[src/rtl/spi_pkg.sv]
// Shared types and constants for the SPI receive path: FSM state encoding,
// default frame width and the reset values of the pin synchronisers.
package spi_pkg;

  typedef enum logic [1:0] {
    ST_IDLE,
    ST_LEAD,
    ST_SHIFT
  } spi_rx_state_t;

  localparam int SPI_DATA_W = 12;

  localparam logic SYNC_RST_SCLK = 1'b0;
  localparam logic SYNC_RST_MOSI = 1'b0;
  localparam logic SYNC_RST_CS   = 1'b1;

endpackage

[src/rtl/spi_sync_edge.sv]
// Two-flop synchroniser for an asynchronous pin, followed by a delay flop
// that turns the synchronised level into single-cycle rise/fall strobes.
module spi_sync_edge #(
  parameter logic RST_VAL = 1'b0
) (
  input  logic clk,
  input  logic rst,
  input  logic pin,
  output logic q,
  output logic rise,
  output logic fall
);

  logic s_p0, s_p1, d_p2;

  always_ff @(posedge clk) begin
    if (rst) begin
      s_p0 <= RST_VAL;
      s_p1 <= RST_VAL;
      d_p2 <= RST_VAL;
    end else begin
      s_p0 <= pin;
      s_p1 <= s_p0;
      d_p2 <= s_p1;
    end
  end

  assign q    = s_p1;
  assign rise = s_p1 & ~d_p2;
  assign fall = ~s_p1 & d_p2;

endmodule

[src/rtl/spi_slave_rx.sv]
// SPI receive stage: oversamples sclk/mosi/cs, deframes LSB-first words and
// offers them on a valid/ready port. SPI_RX_ERR_EN adds the frame_err pulse.
module spi_slave_rx
  import spi_pkg::*;
#(
  parameter int DATA_W = SPI_DATA_W
) (
  input  logic              clk,
  input  logic              rst,
  input  logic              sclk,
  input  logic              mosi,
  input  logic              cs,
  output logic [DATA_W-1:0] dout,
  output logic              dout_valid,
  input  logic              dout_ready
`ifdef SPI_RX_ERR_EN
  ,
  output logic              frame_err
`endif
);

  localparam int CNT_W = $clog2(DATA_W + 2);

  logic sclk_q, sclk_rise, sclk_fall;
  logic mosi_q, mosi_rise, mosi_fall;
  logic cs_q, cs_rise, cs_fall;

  spi_sync_edge #(.RST_VAL(SYNC_RST_SCLK)) u_sync_sclk (
    .clk(clk), .rst(rst), .pin(sclk), .q(sclk_q), .rise(sclk_rise), .fall(sclk_fall)
  );
  spi_sync_edge #(.RST_VAL(SYNC_RST_MOSI)) u_sync_mosi (
    .clk(clk), .rst(rst), .pin(mosi), .q(mosi_q), .rise(mosi_rise), .fall(mosi_fall)
  );
  spi_sync_edge #(.RST_VAL(SYNC_RST_CS)) u_sync_cs (
    .clk(clk), .rst(rst), .pin(cs), .q(cs_q), .rise(cs_rise), .fall(cs_fall)
  );

  logic unused_sync;
  assign unused_sync = &{1'b0, sclk_q, sclk_rise, mosi_rise, mosi_fall};

  spi_rx_state_t     state, state_nxt;
  logic [CNT_W-1:0]  cnt, cnt_nxt;
  logic [DATA_W-1:0] shreg, shreg_nxt;
  logic [1:0]        settle;
  logic              armed;
  logic              eval, good, load;

  // A cs fall is only trusted once the synchroniser has flushed its reset
  // value and the pin has actually been observed high.
  always_ff @(posedge clk) begin
    if (rst) begin
      settle <= 2'd0;
      armed  <= 1'b0;
    end else begin
      if (settle != 2'd3) settle <= settle + 2'd1;
      if (settle == 2'd3 && cs_q) armed <= 1'b1;
    end
  end

  always_ff @(posedge clk) begin
    if (rst) begin
      state <= ST_IDLE;
      cnt   <= '0;
      shreg <= '0;
    end else begin
      state <= state_nxt;
      cnt   <= cnt_nxt;
      shreg <= shreg_nxt;
    end
  end

  always_comb begin
    state_nxt = state;
    cnt_nxt   = cnt;
    shreg_nxt = shreg;
    eval      = 1'b0;
    good      = 1'b0;
    case (state)
      ST_IDLE: begin
        if (cs_fall && armed) state_nxt = ST_LEAD;
      end
      ST_LEAD: begin
        if (cs_rise) begin
          state_nxt = ST_IDLE;
          eval      = 1'b1;
        end else if (sclk_fall) begin
          state_nxt = ST_SHIFT;
          cnt_nxt   = '0;
        end
      end
      ST_SHIFT: begin
        if (cs_rise) begin
          state_nxt = ST_IDLE;
          eval      = 1'b1;
          good      = (cnt == CNT_W'(DATA_W));
        end else if (sclk_fall) begin
          for (int i = 0; i < DATA_W; i++) begin
            if (cnt == CNT_W'(i)) shreg_nxt[i] = mosi_q;
          end
          // Saturating at DATA_W+1 keeps overlong frames distinguishable.
          if (cnt != CNT_W'(DATA_W + 1)) cnt_nxt = cnt + CNT_W'(1);
        end
      end
      default: state_nxt = ST_IDLE;
    endcase
  end

  // A held word blocks the load unless it is being consumed this same cycle.
  assign load = good && (!dout_valid || dout_ready);

  always_ff @(posedge clk) begin
    if (rst) begin
      dout       <= '0;
      dout_valid <= 1'b0;
    end else begin
      if (load) begin
        dout       <= shreg;
        dout_valid <= 1'b1;
      end else if (dout_ready) begin
        dout_valid <= 1'b0;
      end
    end
  end

`ifdef SPI_RX_ERR_EN
  always_ff @(posedge clk) begin
    if (rst) frame_err <= 1'b0;
    else     frame_err <= eval && !load;
  end
`else
  logic unused_eval;
  assign unused_eval = eval;
`endif

endmodule

[config.mk]
export PLATFORM = sky130hd
export DESIGN_NAME = spi_slave_rx
export DESIGN_NICKNAME = d
export VERILOG_FILES = /design/src/rtl/spi_pkg.sv /design/src/rtl/spi_sync_edge.sv /design/src/rtl/spi_slave_rx.sv
export SDC_FILE = /design/constraint.sdc
export NUM_CORES = 1
export LEC_CHECK = 0
export BUFFER_PORTS_ARGS = -buffer_cell sky130_fd_sc_hd__buf_2
export CORE_UTILIZATION = 52
export CTS_CLUSTER_DIAMETER = 120
export DETAILED_ROUTE_END_ITERATION = 12
export PLACE_DENSITY_LB_ADDON = 0.25
export SYNTH_ARGS = -nofsm -noshare
export SYNTH_HDL_FRONTEND = slang
export SYNTH_HIERARCHICAL = 1
export SYNTH_SLANG_ARGS = --single-unit
[constraint.sdc]
create_clock -name clk -period 1.4 [get_ports clk]
set_input_delay 0.28 -clock clk [delete_from_list [all_inputs] [get_ports clk]]
set_output_delay 0.28 -clock clk [all_outputs]
set_load 0.005 [all_outputs]
---- Word level (Yosys, flattened, before mapping) ----
Cells that the tools add are included.
word-level totals
  register bits ........................... 42
  input port bits ......................... 6
  logic and storage cells ................. 98
cells by class
  add/sub/neg operators ................... 2
  equal/unequal tests ..................... 25
  mux-type cells .......................... 15
  bitwise logic cells ..................... 7
  reductions and logical operators ........ 23
operators with widths
  kind                 count
  $reduce_and 4->1     12
  $eq 4x4->1 const B   5
  $mux 4               5
  $eq 4x3->1 const B   4
  $ne 2x2->1 const B   8
  $eq 4x2->1 const B   2
  $mux 2               4
  $pmux 4 s2           1
  $pmux 2 s3           1
  $reduce_and 6->1     1
  $add 4x1->4 const B  1
  $eq 2x2->1 const B   2
  $eq 4x1->1 const B   1
  $logic_not 4->1      1
  $mux 1               4
  $ne 4x4->1 const B   1
  $not 1->1            4
  $reduce_bool 2->1    2
  $and 1x1->1          3
  $logic_and 1x1->1    3
  $ne 3x3->1 const B   1
  $reduce_and 3->1     1
  $add 2x1->2 const B  1
  $eq 2x1->1 const B   1
  other kinds (3)      3

---- Logic depth before layout (Yosys ltp) ----
Gate-level depths: netlist (run 1).
  depth after elaboration ................. 6
  depth in mapped cells ................... 6
  mapped depth without buffers ............ 5

---- Hierarchy ----
The synthesis (run 1) kept the hierarchy.
modules (own cells, without submodules)
  module                            times used  cells each  area each (sq um)  sequential area each (sq um)
  spi_slave_rx                      1           166         1656.6             680.7
  spi_sync_edge at u_sync_mosi ...  2           8           91.3               60.1
  spi_sync_edge at u_sync_cs        1           8           92.6               60.1

---- Least setup slack after synthesis (run 1) ----
Ideal clock, no wire load.
  path type ............................... flip-flop to flip-flop
  start ................................... register u_sync_cs.s_p1, in the netlist u_sync_cs/q
  end ..................................... register dout[11]
  setup time .............................. 118 ps
  arrival ................................. 1476 ps
  data required time ...................... 1282 ps
  path slack .............................. -194 ps
  stages on the path, launching flop included .. 6
  clock period less this slack ............ 1594 ps
  path through ............................ dfxtp_1 nor2b_1 nand2_2 or4_4 buf_6 mux2i_1
between the ends
  cells in the longest elaborated chain, start to end .. 4
ends and longest elaborated chain
  element                 line                 source
  start, declared         spi_sync_edge.sv:14  logic s_p0, s_p1, d_p2;
  start signal, assigned  spi_sync_edge.sv:23  s_p1 <= s_p0;
  $and 1x1->1             spi_sync_edge.sv:29  assign rise = s_p1 & ~d_p2;
  net cs_rise             spi_slave_rx.sv:26   logic cs_q, cs_rise, cs_fall;
  $mux 1                  spi_slave_rx.sv:92   if (cs_rise) begin
  $mux 1                  spi_slave_rx.sv:78   case (state)
  $logic_and 1x1->1       spi_slave_rx.sv:109  assign load = good && (!dout_valid || dout_ready);
  end signal, assigned    spi_slave_rx.sv:117  dout <= shreg;
  end, declared           spi_slave_rx.sv:13   output logic [DATA_W-1:0] dout,
The timed path passes the listed nets, and every way through them passes these cells.
A chain may end at the register's enable or synchronous reset.

---- Worst setup path after layout (run 1) ----
  start ................................... register state[0]
  end ..................................... register dout[11]
between the ends
  cells in the longest elaborated chain, start to end .. 3
ends and longest elaborated chain
  element                 line                 source
  start, declared         spi_slave_rx.sv:41   spi_rx_state_t state, state_nxt;
  start signal, assigned  spi_slave_rx.sv:66   state <= state_nxt;
  $eq 2x2->1              spi_slave_rx.sv:78
  $mux 1                  spi_slave_rx.sv:78
  $logic_and 1x1->1       spi_slave_rx.sv:109
Every way passes these cells.

==> run summary, run 1 <==
Outcome: finished, violations left
Failing checks: setup timing
Largest net degree at the start of global routing: 28
Worst-path fanout max: 6
Antenna cells: 0
Vias in the first global route: 1379
Syn_nets: 196
Clk buf depth: 2
Min Tclk post-route: 1.42 ns
Most frequent cells in the layout: 36 x dfxtp_1, 24 x buf_4, 21 x mux2i_1
Clock sink count: 42
RSZ-0062 raised after global routing: true
DR iter-0 viols: 20
Cell Int Power: 1.52 mW
Row count: 21
Max-cap violations: 0
# IOs: 19
GP Congestion: 0.916
Hold Slack: 0.0961 ns
Kind of end point of the critical path: flip-flop
Multi-input gate area: 1060 um^2
Hold-critical path depth: 2
Placed inst area: 2170 um^2
Syn. warnings: 6
Global-route total usage across every layer: 19.4%
Most common cell after layout, fill and taps aside: dfxtp_1
Reg clk slew, reported paths: 0.11 ns
Combinational power share: 5.5%
Fill count: 277
Leak Pwr: 0.913 nW
Antenna Violating Nets Remaining: 0
Num CTS Buffers: 5
Pwr/cell area: 841 nW/um^2
Reg2reg path depth: 3
Hold Path Class: in -> reg
Synthesized cell area: 1890 um^2
First-pass GRT wire length: 5910 um
Layout Utilization: 68.6%
Clock share of power: 31.8%
Gate Count Post-Synth: 185
Final worst slack: -0.0167 ns
Sw Pwr: 0.451 mW
Via Count: 1423
Critical path's slowest cell: or4_4
Area growth, synth to finish: 24.1%
Total gr overflow: 0
Die height: 62.2 um
Hold bufs inserted after CTS: 0
Largest stage delay, worst path: 0.61 ns
Critical Path, Cell by Cell: nand2b_4 -> or4_4 -> mux2i_1
Reg power frac: 62.7%
FF-to-FF Start: state[0]$_SDFFE_PP0P_
Total negative slack: -0.0699 ns
Initial Util: 55.2%
WS Path Type: reg -> reg
Final Max Slew Viols: 0
Fin crit share: 101%
Worst EP required: 1.65 ns
Fmax: 706 MHz
DRC viols: 0
PortBufs: 18
Slew margin rel.: 73.0%
H-tree Lvls: 2
Nets: 235
DR WL/cell: 13.0 um
Arr. time, crit path: 1.67 ns
Worst slew pin tran: 0.405 ns
Placed wire-length estimate: 2440 um
Skew final: 0.00707 ns
Clk_lat worst skew: 0.36 ns
Share of cells above drive strength 1: 39.1%
Reg area: 851 um^2
Switching part of the total: 22.9%
Routed WL: 3530 um
Worst hold start: cs
Drt via density: 5.25
Finished Cell Area: 2340 um^2
CORE AREA: 3420 um^2
Syn Area/Cell: 10.2 um^2
Hold Fails Final Rpt: 0
Final Setup Violations: 5
Total Die Area: 3870 um^2
Worst setup path startpoint: state[0]$_SDFFE_PP0P_
CTS tree: yes
Maximum VDD drop: 0.603 mV
Crit path launch type: flip-flop
Root buffer cell: clkbuf_4
1st-pass router iterations: 4
Die X-Extent: 62.2 um
Initial antenna violation count: 0
-- sequential cells by signal (all words and copies together), names as in the netlist --
signal            cells
state                 2
dout_valid            1
shreg                12
armed                 1
u_sync_cs/q           1
u_sync_sclk/q         1
u_sync_mosi/q         1
u_sync_cs/d_p2        1
cnt                   4
dout                 12
u_sync_mosi/s_p0      1
u_sync_cs/s_p0        1
u_sync_sclk/d_p2      1
settle                2
u_sync_sclk/s_p0      1
-- per-stage QoR --
step | instances | power, mW | worst slack, ns
floorplan | 185 | 1.33 | -0.0949
global placement | 262 | 1.36 | -0.00943
detailed placement | 262 | 1.37 | -0.0361
CTS | 270 | 1.99 | -0.0133
global route | 271 | 2.05 | -0.0501
finish | 271 | 1.97 | -0.0167
-- power groups by stage --
stage,combinational [mW],sequential [mW],clock (mW)
detailed placement,0.102,1.26,0
global placement,0.0991,1.26,0
CTS,0.105,1.24,0.646
floorplan,0.0720,1.26,0
global route,0.122,1.24,0.690
finish,0.109,1.23,0.626
-- per-layer routing --
| metal | vias to the layer above | GRT usage (%) | share of wire [%] |
|---|---|---|---|
| met4 | 0 | 6.98 | 1.7 |
| met5 | - | 0 | 0 |
| met2 | 19 | 32.1 | 48 |
| met3 | 6 | 6.07 | 3.3 |
| li1 | 715 | - | - |
| met1 | 683 | 23.6 | 47 |
-- area by class of cell --
| cell class | instances | area share [%] |
|---|---|---|
| Timing Repair Buffer | 44 | 12.5 |
| Multi-Input combinational cell | 126 | 45.2 |
| Inverter | 5 | 0.801 |
| Tap cell | 46 | 2.46 |
| Clock inverter | 2 | 0.534 |
| Sequential cell | 42 | 36.3 |
| Clock buffer | 6 | 2.19 |
-- final timing paths --
path / endpoint / slack [ns]
setup / recovery: dout[11]$_SDFFE_PP0P_ / -0.02
setup reg to reg: dout[11]$_SDFFE_PP0P_ / -0.02
hold / removal: u_sync_cs/s_p0$_SDFF_PP1_ / 0.1
hold reg to reg: u_sync_cs/q$_SDFF_PP1_ / 0.42
-- critical path, delay by kind of cell, from the launching register on --
family,cells,cell delay (ns)
multiplexers,1,0.15
AND/OR/NAND/NOR,2,0.78
flip-flops,1,0.38
-- what timing repair did --
item / 4_1_cts / 5_1_grt
pin swaps: 1 / 3
gates cloned: 0 / 0
resized for setup: 7 / 15
buffers inserted: 0 / 1
hold endpoints to repair: 0 / 0
endpoints found under the setup margin: 15 / 21
(Power assumes the default switching activity.)
==> inputs of run 2 (changes only) <==
--- a/config.mk
+++ b/config.mk
@@ -6,6 +6,7 @@
 export NUM_CORES = 1
 export LEC_CHECK = 0
 export BUFFER_PORTS_ARGS = -buffer_cell sky130_fd_sc_hd__buf_2
+export CORE_ASPECT_RATIO = 1.4
 export CORE_UTILIZATION = 52
 export CTS_CLUSTER_DIAMETER = 120
 export DETAILED_ROUTE_END_ITERATION = 12
==> run summary, run 2 (synthesis gave the netlist of run 1 again) <==
Routed WL: 3840 um
Root buffer cell: clkbuf_8
Leak Pwr: 0.945 nW
Vias in the first global route: 1451
Arr. time, crit path: 1.57 ns
Min Tclk post-route: 1.38 ns
Most frequent cells in the layout: 37 x dfxtp_1, 21 x mux2i_1, 20 x buf_4
WS Path Type: reg -> reg
RSZ-0062 raised after global routing: true
Clock sink count: 42
Reg2reg path depth: 3
Clk buf depth: 2
Initial Util: 55.3%
Total Die Area: 3880 um^2
Critical R2R Capture: dout[2]$_SDFFE_PP0P_
Maximum VDD drop: 0.975 mV
Via Count: 1453
DR WL/cell: 14.6 um
Largest net degree at the start of global routing: 25
Setup crit end: dout[2]$_SDFFE_PP0P_
Crit path launch type: flip-flop
CTS tree: yes
Pwr/cell area: 960 nW/um^2
Skew final: 0.00989 ns
Worst slew pin tran: 0.338 ns
Worst setup path startpoint: state[0]$_SDFFE_PP0P_
Global-route total usage across every layer: 21.9%
Outcome: completed
1st-pass router iterations: 4
Biggest regs: dout (12), shreg (12), cnt (4)
Drt via density: 5.52
Hold Path Class: in -> reg
FF-to-FF Start: state[0]$_SDFFE_PP0P_
Critical path's slowest cell: or4_4
Num CTS Buffers: 5
Hold bufs inserted after CTS: 0
DRC viols: 0
Worst-path fanout max: 5
# IOs: 19
Initial antenna violation count: 0
Max-cap violations: 0
Worst reg-to-reg setup slack: 0.02 ns
Die height: 73.3 um
Worst EP required: 1.58 ns
Clk_lat worst skew: 0.30 ns
Final Setup Violations: 0
Most common cell after layout, fill and taps aside: dfxtp_1
CORE AREA: 3410 um^2
Kind of end point of the critical path: flip-flop
PortBufs: 18
Final Max Slew Viols: 0
Area growth, synth to finish: 28.0%
Total power: 2.32 mW
Reg clk slew, reported paths: 0.07 ns
Hold Fails Final Rpt: 0
Fin crit share: 98.7%
Layout Utilization: 70.8%
Fill count: 255
Critical Path, Cell by Cell: nand2b_4 -> or4_4 -> mux2i_1
First-pass GRT wire length: 5990 um
H-tree Lvls: 2
DR iter-0 viols: 31
GP Congestion: 0.790
Fmax: 724 MHz
Total gr overflow: 0
Share of cells above drive strength 1: 38.6%
Antenna Violating Nets Remaining: 0
Die X-Extent: 52.9 um
Largest stage delay, worst path: 0.60 ns
Slew margin rel.: 77.4%
Nets: 234
Row count: 25
Antenna cells: 0
Placed wire-length estimate: 2740 um
run 2: stage by stage:
stage                     setup TNS (ns)  worst slack (ns)  hold slack [ns]  std cells  area, um^2
final                                  0            0.0179            0.162        263        2410
after detailed placement          -0.286           -0.0542            0.401        253        2180
after floorplan                    -1.11           -0.0949            0.352        185        1920
after CTS                              0         0.0000475            0.152        260        2310
after global placement           -0.0222          -0.00481            0.404        253        2180
after global routing              -0.158           -0.0426            0.161        263        2410
run 2: metal layers:
metal	vias up	GRT usage, %	part of all wire, %
met5	-	0	0
met4	0	17.3	3.3
met3	12	4.35	2.7
met2	32	38.1	54
met1	694	21.9	39
li1	715	-	-
run 2: area by class of cell:
cell class	instances	area (um^2)	area share, %
clock buffers	6	82.6	3.42
well taps	40	50.0	2.07
multi-input cells	126	1060	43.9
flip-flops and latches	42	847	35.1
clock inverters	1	30.0	1.24
repair buffers	43	323	13.4
inverters	5	21.3	0.881
run 2: report_power, final:
group | internal, mW | switching, mW | total [mW] | leakage, nW
Combinational | 0.0630 | 0.0525 | 0.115 | 0.546
Sequential | 1.22 | 0.0143 | 1.23 | 0.342
Clock | 0.570 | 0.397 | 0.967 | 0.0573
Total | 1.85 | 0.464 | 2.32 | 0.945
run 2: worst min-delay path by stage:
stage                         startpoint                         to  slack (ns)  depth (start not counted)
2_1_floorplan                        rst   u_sync_mosi/q$_SDFF_PP0_        0.35                          1
3_3_place_gp   u_sync_cs/s_p0$_SDFF_PP1_     u_sync_cs/q$_SDFF_PP1_        0.40                          1
3_5_place_dp   u_sync_cs/s_p0$_SDFF_PP1_     u_sync_cs/q$_SDFF_PP1_        0.40                          1
4_1_cts                               cs  u_sync_cs/s_p0$_SDFF_PP1_        0.15                          2
5_1_grt                               cs  u_sync_cs/s_p0$_SDFF_PP1_        0.16                          2
6_report                              cs  u_sync_cs/s_p0$_SDFF_PP1_        0.16                          2
run 2: timing repair:
action,CTS,global route
setup buffers,0,3
pin swaps,1,4
setup endpoints to repair,11,27
gates resized for setup,4,18
run 2: worst max-delay path, delay by kind of cell (launching register included):
kind          cells  cell delay (ns)
flops             1             0.35
simple gates      2             0.77
mux               1             0.15
